<file path="src/rtl/data_bus_if_pkg.sv">
// rtl/data_bus_if_pkg.sv - shared state encoding, stall indices and defaults for the data bus bridge
package data_bus_if_pkg;

  typedef enum logic [1:0] {
    ST_IDLE       = 2'd0,
    ST_BUSY       = 2'd1,
    ST_WAIT_STALL = 2'd2
  } bus_state_t;

  localparam int STALL_PC  = 0;
  localparam int STALL_IF  = 1;
  localparam int STALL_ID  = 2;
  localparam int STALL_EX  = 3;
  localparam int STALL_MEM = 4;
  localparam int STALL_WB  = 5;

  localparam int TIMEOUT_DEFAULT = 255;

  function automatic int cnt_width(input int n);
    return (n > 1) ? $clog2(n + 1) : 1;
  endfunction

endpackage

</file>
<file path="src/rtl/data_bus_if_if.sv">
// rtl/data_bus_if_if.sv - Wishbone-classic data bus signals with master/slave views
interface data_bus_if_if
  import data_bus_if_pkg::*;
#(
  parameter int ADDR_W = 32,
  parameter int DATA_W = 32
);

  logic [ADDR_W-1:0]   wb_adr_o;
  logic [DATA_W-1:0]   wb_dat_o;
  logic                wb_we_o;
  logic [DATA_W/8-1:0] wb_sel_o;
  logic                wb_stb_o;
  logic                wb_cyc_o;
  logic [DATA_W-1:0]   wb_dat_i;
  logic                wb_ack_i;

  modport master (
    output wb_adr_o, wb_dat_o, wb_we_o, wb_sel_o, wb_stb_o, wb_cyc_o,
    input  wb_dat_i, wb_ack_i
  );

  modport slave (
    input  wb_adr_o, wb_dat_o, wb_we_o, wb_sel_o, wb_stb_o, wb_cyc_o,
    output wb_dat_i, wb_ack_i
  );

endinterface

</file>
<file path="src/rtl/data_bus_if_watchdog.sv">
// rtl/data_bus_if_watchdog.sv - counts unacknowledged bus cycles and flags expiry
module data_bus_if_watchdog
  import data_bus_if_pkg::*;
#(
  parameter int TIMEOUT_CYC = TIMEOUT_DEFAULT
) (
  input  logic clk,
  input  logic rst,
  input  logic clear,
  input  logic count_en,
  output logic expire
);

  localparam int CNT_W = cnt_width(TIMEOUT_CYC);

  logic [CNT_W-1:0] cnt;
  logic [31:0]      cnt_inc;

  // Expiry is flagged in the cycle that would bring the count to TIMEOUT_CYC,
  // so the bridge gives up after exactly TIMEOUT_CYC silent cycles.
  assign cnt_inc = 32'(cnt) + 32'd1;
  assign expire  = (TIMEOUT_CYC != 0) && count_en && (cnt_inc == 32'(TIMEOUT_CYC));

  always_ff @(posedge clk) begin
    if (rst || clear) begin
      cnt <= '0;
    end else if (count_en) begin
      cnt <= cnt + CNT_W'(1);
    end
  end

endmodule

</file>
<file path="src/rtl/data_bus_if.sv">
// rtl/data_bus_if.sv - MEM-stage to Wishbone-classic bridge with flush, stall hold-off and timeout
module data_bus_if
  import data_bus_if_pkg::*;
#(
  parameter int DATA_W      = 32,
  parameter int ADDR_W      = 32,
  parameter int STALL_W     = 6,
  parameter int TIMEOUT_CYC = TIMEOUT_DEFAULT
) (
  input  logic                clk,
  input  logic                rst,
  input  logic [STALL_W-1:0]  stall_i,
  input  logic                flush_i,
  input  logic                cpu_ce_i,
  input  logic                cpu_we_i,
  input  logic [DATA_W/8-1:0] cpu_sel_i,
  input  logic [ADDR_W-1:0]   cpu_addr_i,
  input  logic [DATA_W-1:0]   cpu_data_i,
  output logic [DATA_W-1:0]   cpu_data_o,
  output logic                stallreq_o,
  output logic                bus_err_o,
  data_bus_if_if.master       wb
);

  bus_state_t        state, state_nxt;
  logic [DATA_W-1:0] rd_buf;
  logic              start, ack, wd_count, wd_expire;

  assign start    = (state == ST_IDLE) && cpu_ce_i && !flush_i;
  assign ack      = (state == ST_BUSY) && !flush_i && wb.wb_ack_i;
  assign wd_count = (state == ST_BUSY) && !flush_i && !wb.wb_ack_i;

  data_bus_if_watchdog #(.TIMEOUT_CYC(TIMEOUT_CYC)) u_watchdog (
    .clk      (clk),
    .rst      (rst),
    .clear    (start),
    .count_en (wd_count),
    .expire   (wd_expire)
  );

  always_ff @(posedge clk) begin
    if (rst) begin
      state <= ST_IDLE;
    end else begin
      state <= state_nxt;
    end
  end

  // WAIT_STALL keeps a still-stalled MEM stage from launching the same access twice.
  always_comb begin
    state_nxt = state;
    case (state)
      ST_IDLE:       if (start) state_nxt = ST_BUSY;
      ST_BUSY: begin
        if (flush_i)        state_nxt = ST_IDLE;
        else if (ack)       state_nxt = (|stall_i) ? ST_WAIT_STALL : ST_IDLE;
        else if (wd_expire) state_nxt = ST_IDLE;
      end
      ST_WAIT_STALL: if (!(|stall_i) || flush_i) state_nxt = ST_IDLE;
      default:       state_nxt = ST_IDLE;
    endcase
  end

  always_comb begin
    stallreq_o = 1'b0;
    cpu_data_o = rd_buf;
    case (state)
      ST_IDLE: stallreq_o = start;
      ST_BUSY: begin
        if (flush_i) begin
          cpu_data_o = '0;
        end else if (ack) begin
          cpu_data_o = wb.wb_we_o ? rd_buf : wb.wb_dat_i;
        end else begin
          cpu_data_o = '0;
          stallreq_o = !wd_expire;
        end
      end
      default: ;
    endcase
  end

  always_ff @(posedge clk) begin
    if (rst) begin
      wb.wb_adr_o <= '0;
      wb.wb_dat_o <= '0;
      wb.wb_we_o  <= 1'b0;
      wb.wb_sel_o <= '0;
      wb.wb_stb_o <= 1'b0;
      wb.wb_cyc_o <= 1'b0;
      rd_buf      <= '0;
      bus_err_o   <= 1'b0;
    end else begin
      bus_err_o <= wd_expire;
      if (start) begin
        wb.wb_adr_o <= cpu_addr_i;
        wb.wb_dat_o <= cpu_data_i;
        wb.wb_we_o  <= cpu_we_i;
        wb.wb_sel_o <= cpu_sel_i;
        wb.wb_stb_o <= 1'b1;
        wb.wb_cyc_o <= 1'b1;
      end else if ((state == ST_BUSY) && (flush_i || ack || wd_expire)) begin
        wb.wb_we_o  <= 1'b0;
        wb.wb_sel_o <= '0;
        wb.wb_stb_o <= 1'b0;
        wb.wb_cyc_o <= 1'b0;
        // Aborted or flushed accesses must not leave stale load data behind.
        if (!ack) begin
          rd_buf <= '0;
        end else if (!wb.wb_we_o) begin
          rd_buf <= wb.wb_dat_i;
        end
      end
    end
  end

endmodule

</file>
<file path="src/flat_wrapper.sv">
// flat-port wrapper written by rule: the top's interface ports become plain ports
module data_bus_if_flat import data_bus_if_pkg::*;
#(
  parameter int DATA_W      = 32,
  parameter int ADDR_W      = 32,
  parameter int STALL_W     = 6,
  parameter int TIMEOUT_CYC = TIMEOUT_DEFAULT
)
  (clk, rst, stall_i, flush_i, cpu_ce_i, cpu_we_i, cpu_sel_i, cpu_addr_i, cpu_data_i, cpu_data_o, stallreq_o, bus_err_o, wb_wb_adr_o, wb_wb_dat_o, wb_wb_we_o, wb_wb_sel_o, wb_wb_stb_o, wb_wb_cyc_o, wb_wb_dat_i, wb_wb_ack_i);
  data_bus_if_if #(.ADDR_W(ADDR_W), .DATA_W(DATA_W)) wb_i ();
  input  logic clk;
  input  logic rst;
  input  logic [STALL_W-1:0] stall_i;
  input  logic flush_i;
  input  logic cpu_ce_i;
  input  logic cpu_we_i;
  input  logic [DATA_W/8-1:0] cpu_sel_i;
  input  logic [ADDR_W-1:0] cpu_addr_i;
  input  logic [DATA_W-1:0] cpu_data_i;
  output logic [DATA_W-1:0] cpu_data_o;
  output logic stallreq_o;
  output logic bus_err_o;
  output wire logic [$bits(wb_i.wb_adr_o)-1:0] wb_wb_adr_o;
  output wire logic [$bits(wb_i.wb_dat_o)-1:0] wb_wb_dat_o;
  output wire logic [$bits(wb_i.wb_we_o)-1:0] wb_wb_we_o;
  output wire logic [$bits(wb_i.wb_sel_o)-1:0] wb_wb_sel_o;
  output wire logic [$bits(wb_i.wb_stb_o)-1:0] wb_wb_stb_o;
  output wire logic [$bits(wb_i.wb_cyc_o)-1:0] wb_wb_cyc_o;
  input wire logic [$bits(wb_i.wb_dat_i)-1:0] wb_wb_dat_i;
  input wire logic [$bits(wb_i.wb_ack_i)-1:0] wb_wb_ack_i;
  assign wb_wb_adr_o = wb_i.wb_adr_o;
  assign wb_wb_dat_o = wb_i.wb_dat_o;
  assign wb_wb_we_o = wb_i.wb_we_o;
  assign wb_wb_sel_o = wb_i.wb_sel_o;
  assign wb_wb_stb_o = wb_i.wb_stb_o;
  assign wb_wb_cyc_o = wb_i.wb_cyc_o;
  assign wb_i.wb_dat_i = wb_wb_dat_i;
  assign wb_i.wb_ack_i = wb_wb_ack_i;
  data_bus_if #(.DATA_W(DATA_W), .ADDR_W(ADDR_W), .STALL_W(STALL_W), .TIMEOUT_CYC(TIMEOUT_CYC)) u_core (.clk(clk), .rst(rst), .stall_i(stall_i), .flush_i(flush_i), .cpu_ce_i(cpu_ce_i), .cpu_we_i(cpu_we_i), .cpu_sel_i(cpu_sel_i), .cpu_addr_i(cpu_addr_i), .cpu_data_i(cpu_data_i), .cpu_data_o(cpu_data_o), .stallreq_o(stallreq_o), .bus_err_o(bus_err_o), .wb(wb_i));
endmodule
</file>
<file path="config.mk">
export PLATFORM = sky130hd
export DESIGN_NAME = data_bus_if_flat
export DESIGN_NICKNAME = d
export VERILOG_FILES = /design/src/rtl/data_bus_if_pkg.sv /design/src/rtl/data_bus_if_if.sv /design/src/rtl/data_bus_if_watchdog.sv /design/src/rtl/data_bus_if.sv /design/src/flat_wrapper.sv
export SDC_FILE = /design/constraint.sdc
export NUM_CORES = 1
export LEC_CHECK = 0
export ABC_AREA = 1
export BUFFER_PORTS_ARGS = -buffer_cell sky130_fd_sc_hd__buf_2
export CAP_MARGIN = 20
export CORE_MARGIN = 10
export CORE_UTILIZATION = 38
export CTS_CLUSTER_DIAMETER = 120
export CTS_CLUSTER_SIZE = 30
export DETAILED_ROUTE_END_ITERATION = 10
export PLACE_DENSITY = 0.7
export SLEW_MARGIN = 20
export SYNTH_ARGS = -nofsm -noshare
export SYNTH_HDL_FRONTEND = slang
export SYNTH_SLANG_ARGS = --single-unit
</file>
<file path="constraint.sdc">
create_clock -name clk -period 4.21 [get_ports clk]
set_input_delay 0.421 -clock clk [delete_from_list [all_inputs] [get_ports clk]]
set_output_delay 0.421 -clock clk [all_outputs]
set_load 0.01 [all_outputs]
</file>
==> out/summary.json, run 1 <==
{
  "clkSlewWorstSetupHoldPaths": {"value": 0.05, "unit": "ns"},
  "wirelength": {"value": 15200, "unit": "um"},
  "placeableCoreArea": {"value": 12700, "unit": "um2"},
  "min_path_type": {"value": "input pin to flip-flop"},
  "crit_required": {"value": 3.79, "unit": "ns"},
  "place.port_buffers": {"value": 216},
  "die_area": {"value": 18000, "unit": "um2"},
  "rsz_0062_raised_after_global_routing": {"value": "no"},
  "worst_skew_pair.late_latency": {"value": 0.41, "unit": "ns"},
  "placed_area": {"value": 6080, "unit": "um2"},
  "ctsLongestPathBuffers": {"value": 2},
  "clock_sinks": {"value": 113},
  "number_of_antenna_violations_at_the_first_check_in_global_routing": {"value": 3},
  "timing.critical_path.fanout_max": {"value": 47},
  "cts-root-buf": {"value": "clkbuf_16"},
  "finalSetupViolCount": {"value": 0},
  "power-per-cell-area": {"value": 441, "unit": "nW/um2"},
  "irDropWorstVdd": {"value": 246, "unit": "uV"},
  "slew_headroom": {"value": 0.347},
  "fmax": {"value": 0.400, "unit": "GHz"},
  "grt.overflow.total": {"value": 0},
  "post_cts_buffers": {"value": 0},
  "gp_routability_congestion": {"value": 0.791},
  "global_route.usage.total": {"value": 0.163},
  "p_leak": {"value": 3.18, "unit": "nW"},
  "netlist_top_cells_area": {"value": "dfxtp_1, nor2_1, o21ai_0, nand2_1, mux2_2"},
  "final_antenna_net_count": {"value": 0},
  "postSynthNetCount": {"value": 759},
  "vias": {"value": 4832},
  "h-tree-depth": {"value": 4},
  "path_class": {"value": "flip-flop to output port"},
  "ys_seq_elements": {"value": 113},
  "post_cts_hold_buffer_count": {"value": 0},
  "finish.instance_area": {"value": 6700, "unit": "um2"},
  "synth-async-reset-ratio": {"value": 0},
  "slew_violations": {"value": 0},
  "wl_per_cell": {"value": 14.8, "unit": "um"},
  "hold_fails_final_rpt": {"value": 0},
  "detailedRoute.firstPassIterationCount": {"value": 4},
  "yosysWarnings": {"value": 0},
  "mostFrequentLayoutCell": {"value": "buf_2"},
  "measured_slew_at_the_worst_slew_check_pin": {"value": 0.976, "unit": "ns"},
  "fp.dieH": {"value": 134, "unit": "um"},
  "synth.top_cell.area_share": {"value": 0.457},
  "fin_crit": {"value": 2.50, "unit": "ns"},
  "cts_made_buffers": {"value": 17},
  "outcome": {"value": "complete, no violations"},
  "grt_start_max_net_pins": {"value": 65},
  "critical_path.startpoint_type": {"value": "flip-flop"},
  "initial_core_util": {"value": 0.390},
  "drt-initial-drc-count": {"value": 259},
  "yosys_top_cell_by_area": {"value": "dfxtp_1"},
  "final_layout_size_suffix_gt1_frac": {"value": 0.387},
  "syn-mean-instance-area": {"value": 7.67, "unit": "um2"},
  "nNetsFinal": {"value": 956},
  "layout_worst_path_cycle_share": {"value": 0.593},
  "synth.yosys.seq_area_share": {"value": 0.457},
  "routed_via_density": {"value": 4.70},
  "syn-instance-count": {"value": 645},
  "ctsResizeCount": {"value": 0},
  "synth.lib_cells_used.distinct": {"value": 30},
  "drv.max_cap_violation_count": {"value": 0},
  "antenna_cell_count": {"value": 0},
  "number_of_global_route_vias_before_repair": {"value": 4706},
  "layout-area-overhead-vs-synth": {"value": 35.4, "unit": "%"},
  "worst-endpoint-arrival": {"value": 2.08, "unit": "ns"},
  "place_hpwl": {"value": 10800, "unit": "um"},
  "sum_neg_setup_slack": {"value": 0, "unit": "ns"},
  "clock-skew-final": {"value": 0.00805, "unit": "ns"},
  "clock_tree_from_tritoncts": {"value": "yes"},
  "fp-row-count": {"value": 41},
  "setup.worst_path.end_class": {"value": "output port"},
  "post-route-drc-count": {"value": 0},
  "ys.flop_type": {"value": "dfxtp_1"},
  "synth_enable_flop_cells": {"value": 0},
  "first_pass_grt_wire_length": {"value": 23900, "unit": "um"},
  "post_synth_instance_area": {"value": 4950, "unit": "um2"},
  "horizontal_die_dimension": {"value": 134, "unit": "um"},
  "total_i_o_pin_count": {"value": 217},
  "layout_common_cells": {"value": "buf_2, nor2_1, dfxtp_1"}
}
[Yosys cell counts, types with 3 or more instances]
library cell and n:
nand2_1 106, o211ai_1 3, nand4_1 3, inv_1 16, clkbuf_1 35, nand3_1 10, nor2_1 139, mux2_2 32
buf_2 6, dfxtp_1 113, a21oi_2 19, nand2_2 22, o21ai_0 99, a21oi_1 21
[worst paths after layout]
check / endpoint / startpoint / cells after the start / slack (ns)
max: stallreq_o / u_core.state[1]$_SDFFE_PP0P_ / 5 / 1.71
min: u_core.wb.wb_adr_o[21]$_SDFFE_PP0P_ / cpu_addr_i[21] / 3 / 0.26
max reg2reg: u_core.wb.wb_sel_o[2]$_SDFFE_PP0P_ / u_core.u_watchdog.cnt[1]$_SDFFE_PP0P_ / 10 / 1.86
min reg2reg: u_core.wb.wb_adr_o[8]$_SDFFE_PP0P_ / u_core.wb.wb_adr_o[8]$_SDFFE_PP0P_ / 2 / 0.47
[layout make-up]
class | instances | area, um2
Clock inverter | 10 | 159
Multi-Input combinational cell | 469 | 2400
Fill cell | 1264 | 5970
Tap cell | 172 | 215
Inverter | 17 | 63.8
Sequential cell | 113 | 2260
Timing Repair Buffer | 224 | 1140
Clock buffer | 22 | 454
[state kept, by name, indices dropped and copies added, names as in the netlist]
| register | flops |
|---|---|
| u_core.wb.wb_dat_o | 32 |
| u_core.rd_buf | 32 |
| u_core.u_watchdog.cnt | 8 |
| u_core.wb.wb_stb_o | 1 |
| u_core.state | 2 |
| u_core.wb.wb_we_o | 1 |
| u_core.wb.wb_sel_o | 4 |
| u_core.bus_err_o | 1 |
| u_core.wb.wb_adr_o | 32 |
[metal layers]
metal / vias up / track usage / part of all wire / wire length (um)
met5: - / 0 / 0.0028 / 42
met4: 6 / 0.0532 / 0.011 / 174
met3: 22 / 0.115 / 0.14 / 2170
met2: 190 / 0.239 / 0.42 / 6390
met1: 2102 / 0.183 / 0.42 / 6440
li1: 2512 / - / - / -
[worst max-delay path: stages, from the launching register on]
cell	delay, ns
dfxtp_1	0.35
nor2_1	0.15
nand3_2	0.44
buf_4	0.45
nand2_1	0.12
buf_2	0.13
[where the power goes]
part	switching (mW)	internal, mW	leakage (nW)
clock network	0.487	1.00	0.294
registers	0.0272	1.12	0.924
logic	0.177	0.137	1.96
[metrics by stage]
step / instances / hold slack, ns / power [mW] / util / setup WS, ns
2_1_floorplan: 645 / 0.445 / 1.35 / - / 2.38
3_3_place_gp: 995 / 0.456 / 1.49 / 0.480 / 1.72
3_5_place_dp: 995 / 0.464 / 1.49 / 0.480 / 1.70
4_1_cts: 1027 / 0.239 / 2.99 / 0.529 / 1.69
5_1_grt: 1027 / 0.256 / 3.08 / 0.529 / 1.52
6_report: 1027 / 0.256 / 2.95 / 0.529 / 1.71
[cell families after synthesis]
logic type	count (synthesis)	synth area share
simple gates	286	0.237
compound gates	149	0.170
flops	113	0.457
buf+inv	63	0.0582
mux	32	0.0728
fa+ha+maj	2	0.00506
(Power assumes the default switching activity.)
==> run 2, diff against run 1 <==
- ABC_AREA: 1 -> 0
- PLACE_DENSITY: 0.7 -> 0.75
- clock period: 4.21 -> 2.15 ns (I/O delays scaled with it)
==> run 2 against run 1 <==
  * Non-clock buffer count up 4
  * Worst setup slack worse by 1.6 ns
  * Critical path type unchanged
  * Via count down 9.4%
  * Flip-flop and latch count unchanged
  * Core utilization up 1.9 points
  * Highest routed layer is now met4
  * Largest cell class is now sequential cells
==> out/summary.json, run 2 <==
{
  "worst-endpoint-arrival": {"value": 1.87, "unit": "ns"},
  "worstPathBufferInverterCount": {"value": 1},
  "most_frequent_cell_after_synthesis": {"value": "nand2_1"},
  "numPlacedInstances": {"value": 827},
  "num-fill-cells": {"value": 1048},
  "synthXorXnorAreaFrac": {"value": 0.0119},
  "layout_worst_path_cycle_share": {"value": 0.969},
  "synth.top_cell.area_share": {"value": 0.511},
  "timing.critical_path.slowest_cell_delay": {"value": 0.39, "unit": "ns"},
  "path_cells": {"value": "ha_4 -> and3_4 -> mux2i_1 -> o221ai_2 -> a21o_2 -> buf_2"},
  "placed_area": {"value": 5590, "unit": "um2"},
  "drv.max_cap_violation_count": {"value": 0},
  "initial_core_util": {"value": 0.388},
  "slew_headroom": {"value": 0.588},
  "synth-async-reset-ratio": {"value": 0},
  "hp-start": {"value": "cpu_sel_i[2]"},
  "sum_neg_setup_slack": {"value": 0, "unit": "ns"},
  "power-per-cell-area": {"value": 893, "unit": "nW/um2"},
  "netSwitchingFraction": {"value": 0.228},
  "synth.lib_cells_used.distinct": {"value": 43},
  "horizontal_die_dimension": {"value": 128, "unit": "um"},
  "path_class": {"value": "flip-flop to output port"},
  "cellInternalPower": {"value": 4.32, "unit": "mW"},
  "place_hpwl": {"value": 10300, "unit": "um"},
  "yosysWarnings": {"value": 0},
  "grt_start_max_net_pins": {"value": 61},
  "setup.worst_path.end_class": {"value": "output port"},
  "fmax": {"value": 0.480, "unit": "GHz"},
  "crit_required": {"value": 1.93, "unit": "ns"},
  "reg.largest.list": {"value": "u_core.rd_buf x32, u_core.wb.wb_adr_o x32, u_core.wb.wb_dat_o x32"},
  "global_route.usage.total": {"value": 0.164},
  "drt-initial-drc-count": {"value": 234},
  "min_path_type": {"value": "input pin to flip-flop"},
  "first_pass_grt_wire_length": {"value": 22000, "unit": "um"},
  "post_synth_instance_area": {"value": 4430, "unit": "um2"},
  "syn-instance-count": {"value": 497},
  "final_layout_size_suffix_gt1_frac": {"value": 0.385},
  "nNetsFinal": {"value": 818},
  "cts-root-buf": {"value": "clkbuf_16"},
  "critPathLaunch": {"value": "u_core.u_watchdog.cnt[1]$_SDFFE_PP0P_"},
  "critical_path.startpoint_type": {"value": "flip-flop"},
  "combinational_family_with_the_most_area_after_synthesis": {"value": "compound AO/OA/AOI/OAI gates"},
  "detailedRoute.firstPassIterationCount": {"value": 5},
  "vias": {"value": 4376},
  "post_synth_fa_ha_maj_area_fraction": {"value": 0.00565},
  "finish.instance_area": {"value": 6260, "unit": "um2"},
  "worst_slack_at_placement": {"value": 0.0944, "unit": "ns"},
  "ys_top_cells_by_count": {"value": "nand2_1, dfxtp_1, a21oi_1, a22o_1, buf_2"},
  "ys_seq_elements": {"value": 113},
  "postSynthNetCount": {"value": 611},
  "hold_ws": {"value": 0.0385, "unit": "ns"},
  "final_antenna_net_count": {"value": 0},
  "number_of_antenna_violations_at_the_first_check_in_global_routing": {"value": 0},
  "gp_routability_congestion": {"value": 0.820},
  "wirelength": {"value": 13900, "unit": "um"},
  "post_cts_hold_buffer_count": {"value": 0},
  "clock_tree_from_tritoncts": {"value": "yes"},
  "fin_crit": {"value": 2.08, "unit": "ns"},
  "synth.yosys.seq_area_share": {"value": 0.511},
  "power.share.clock": {"value": 0.515},
  "outcome": {"value": "complete, no violations"},
  "cpLargestDelayFamily": {"value": "flip-flops"},
  "grt.overflow.total": {"value": 0},
  "die_area": {"value": 16400, "unit": "um2"},
  "rsz_0062_raised_after_global_routing": {"value": "no"},
  "clock-skew-final": {"value": 0.00906, "unit": "ns"},
  "worst_skew_pair.late_latency": {"value": 0.41, "unit": "ns"},
  "mostFrequentLayoutCell": {"value": "buf_2"},
  "yosys.area_share.simple": {"value": 0.176},
  "measured_slew_at_the_worst_slew_check_pin": {"value": 0.618, "unit": "ns"},
  "critical-path-slowest-cell": {"value": "dfxtp_4"},
  "yosys_top_cell_by_area": {"value": "dfxtp_1"},
  "finalSetupViolCount": {"value": 0},
  "netSwitchingPower": {"value": 1.27, "unit": "mW"},
  "synth_enable_flop_cells": {"value": 0},
  "cts_made_buffers": {"value": 17},
  "place.port_buffers": {"value": 216},
  "wl_per_cell": {"value": 16.2, "unit": "um"},
  "muxShareOfSynthArea": {"value": 0.00480},
  "layout_common_cells": {"value": "buf_2, nand2_1, dfxtp_1"},
  "p_leak": {"value": 2.88, "unit": "nW"},
  "timing.critical_path.fanout_max": {"value": 8},
  "hold_fails_final_rpt": {"value": 0},
  "layout-area-overhead-vs-synth": {"value": 41.3, "unit": "%"},
  "clock_sinks": {"value": 113},
  "antenna_cell_count": {"value": 0},
  "total_i_o_pin_count": {"value": 217},
  "synth_compound_gate_area_share": {"value": 0.238},
  "slew_violations": {"value": 0},
  "routed_via_density": {"value": 5.09},
  "netlist_top_cells_area": {"value": "dfxtp_1, a22o_1, nand2_1, a21oi_1, buf_2"},
  "number_of_global_route_vias_before_repair": {"value": 4412},
  "irDropWorstVdd": {"value": 656, "unit": "uV"},
  "fp.dieH": {"value": 128, "unit": "um"},
  "placeableCoreArea": {"value": 11400, "unit": "um2"},
  "final_cells": {"value": 860},
  "ctsLongestPathBuffers": {"value": 2},
  "fp-row-count": {"value": 39},
  "reg2reg_from": {"value": "u_core.u_watchdog.cnt[1]$_SDFFE_PP0P_"},
  "syn-mean-instance-area": {"value": 8.91, "unit": "um2"},
  "power_frac_seq": {"value": 0.396},
  "h-tree-depth": {"value": 4},
  "setup_slack": {"value": 0.0671, "unit": "ns"},
  "ys.flop_type": {"value": "dfxtp_1"},
  "clkSlewWorstSetupHoldPaths": {"value": 0.05, "unit": "ns"},
  "pwr-share-comb": {"value": 0.089},
  "post-route-drc-count": {"value": 0}
}
==> run 2: logic make-up after synthesis <==
| group | after synthesis |
|---|---|
| simple gates | 177 |
| compound gates | 149 |
| flops | 113 |
| buf+inv | 48 |
| xor+xnor | 6 |
| mux | 2 |
| fa+ha+maj | 2 |
==> run 2: cell type report <==
| type | count | area [um2] | area share |
|---|---|---|---|
| repair buffers | 228 | 1200 | 0.191 |
| inverters | 8 | 30.0 | 0.00480 |
| clock inverters | 10 | 131 | 0.0210 |
| multi-input cells | 336 | 1970 | 0.314 |
| well taps | 143 | 179 | 0.0286 |
| clock buffers | 22 | 484 | 0.0774 |
| flip-flops and latches | 113 | 2270 | 0.363 |
==> run 2: worst paths after layout <==
path,cells after the start,to,slack [ns]
worst max-delay path,6,stallreq_o,0.07
worst min-delay path,3,u_core.wb.wb_sel_o[2]$_SDFFE_PP0P_,0.04
worst max register to register,7,u_core.rd_buf[17]$_SDFFE_PP0P_,0.18
worst min register to register,2,u_core.wb.wb_adr_o[23]$_SDFFE_PP0P_,0.45
==> run 2: tightest hold or removal path, stage by stage <==
cell and delay (ns):
buf_2 0.08, a31oi_1 0.06, o41ai_1 0.06
==> run 2: metrics by stage <==
stage | power (mW) | util
after floorplan | 2.51 | -
after global placement | 2.74 | 0.489
after detailed placement | 2.75 | 0.489
after CTS | 5.64 | 0.546
after global routing | 5.81 | 0.548
final | 5.59 | 0.548
==> run 2: layer usage <==
metal / GRT usage / part of all wire
met5: 0 / 0
met4: 0.0781 / 0.020
met3: 0.0757 / 0.11
met2: 0.265 / 0.48
met1: 0.178 / 0.39
==> run 2: power groups by stage <==
stage                     Clock, mW  Combinational [mW]  Sequential [mW]
after detailed placement          0               0.498             2.26
after global placement            0               0.488             2.25
after CTS                      2.93               0.501             2.21
after floorplan                   0               0.229             2.28
final                          2.88               0.498             2.21
after global routing           3.04               0.555             2.22
==> run 2: timing repair <==
item,CTS,global route
setup buffers,1,0
setup endpoints to repair,4,7
pin swaps,0,2
resized for setup,8,3
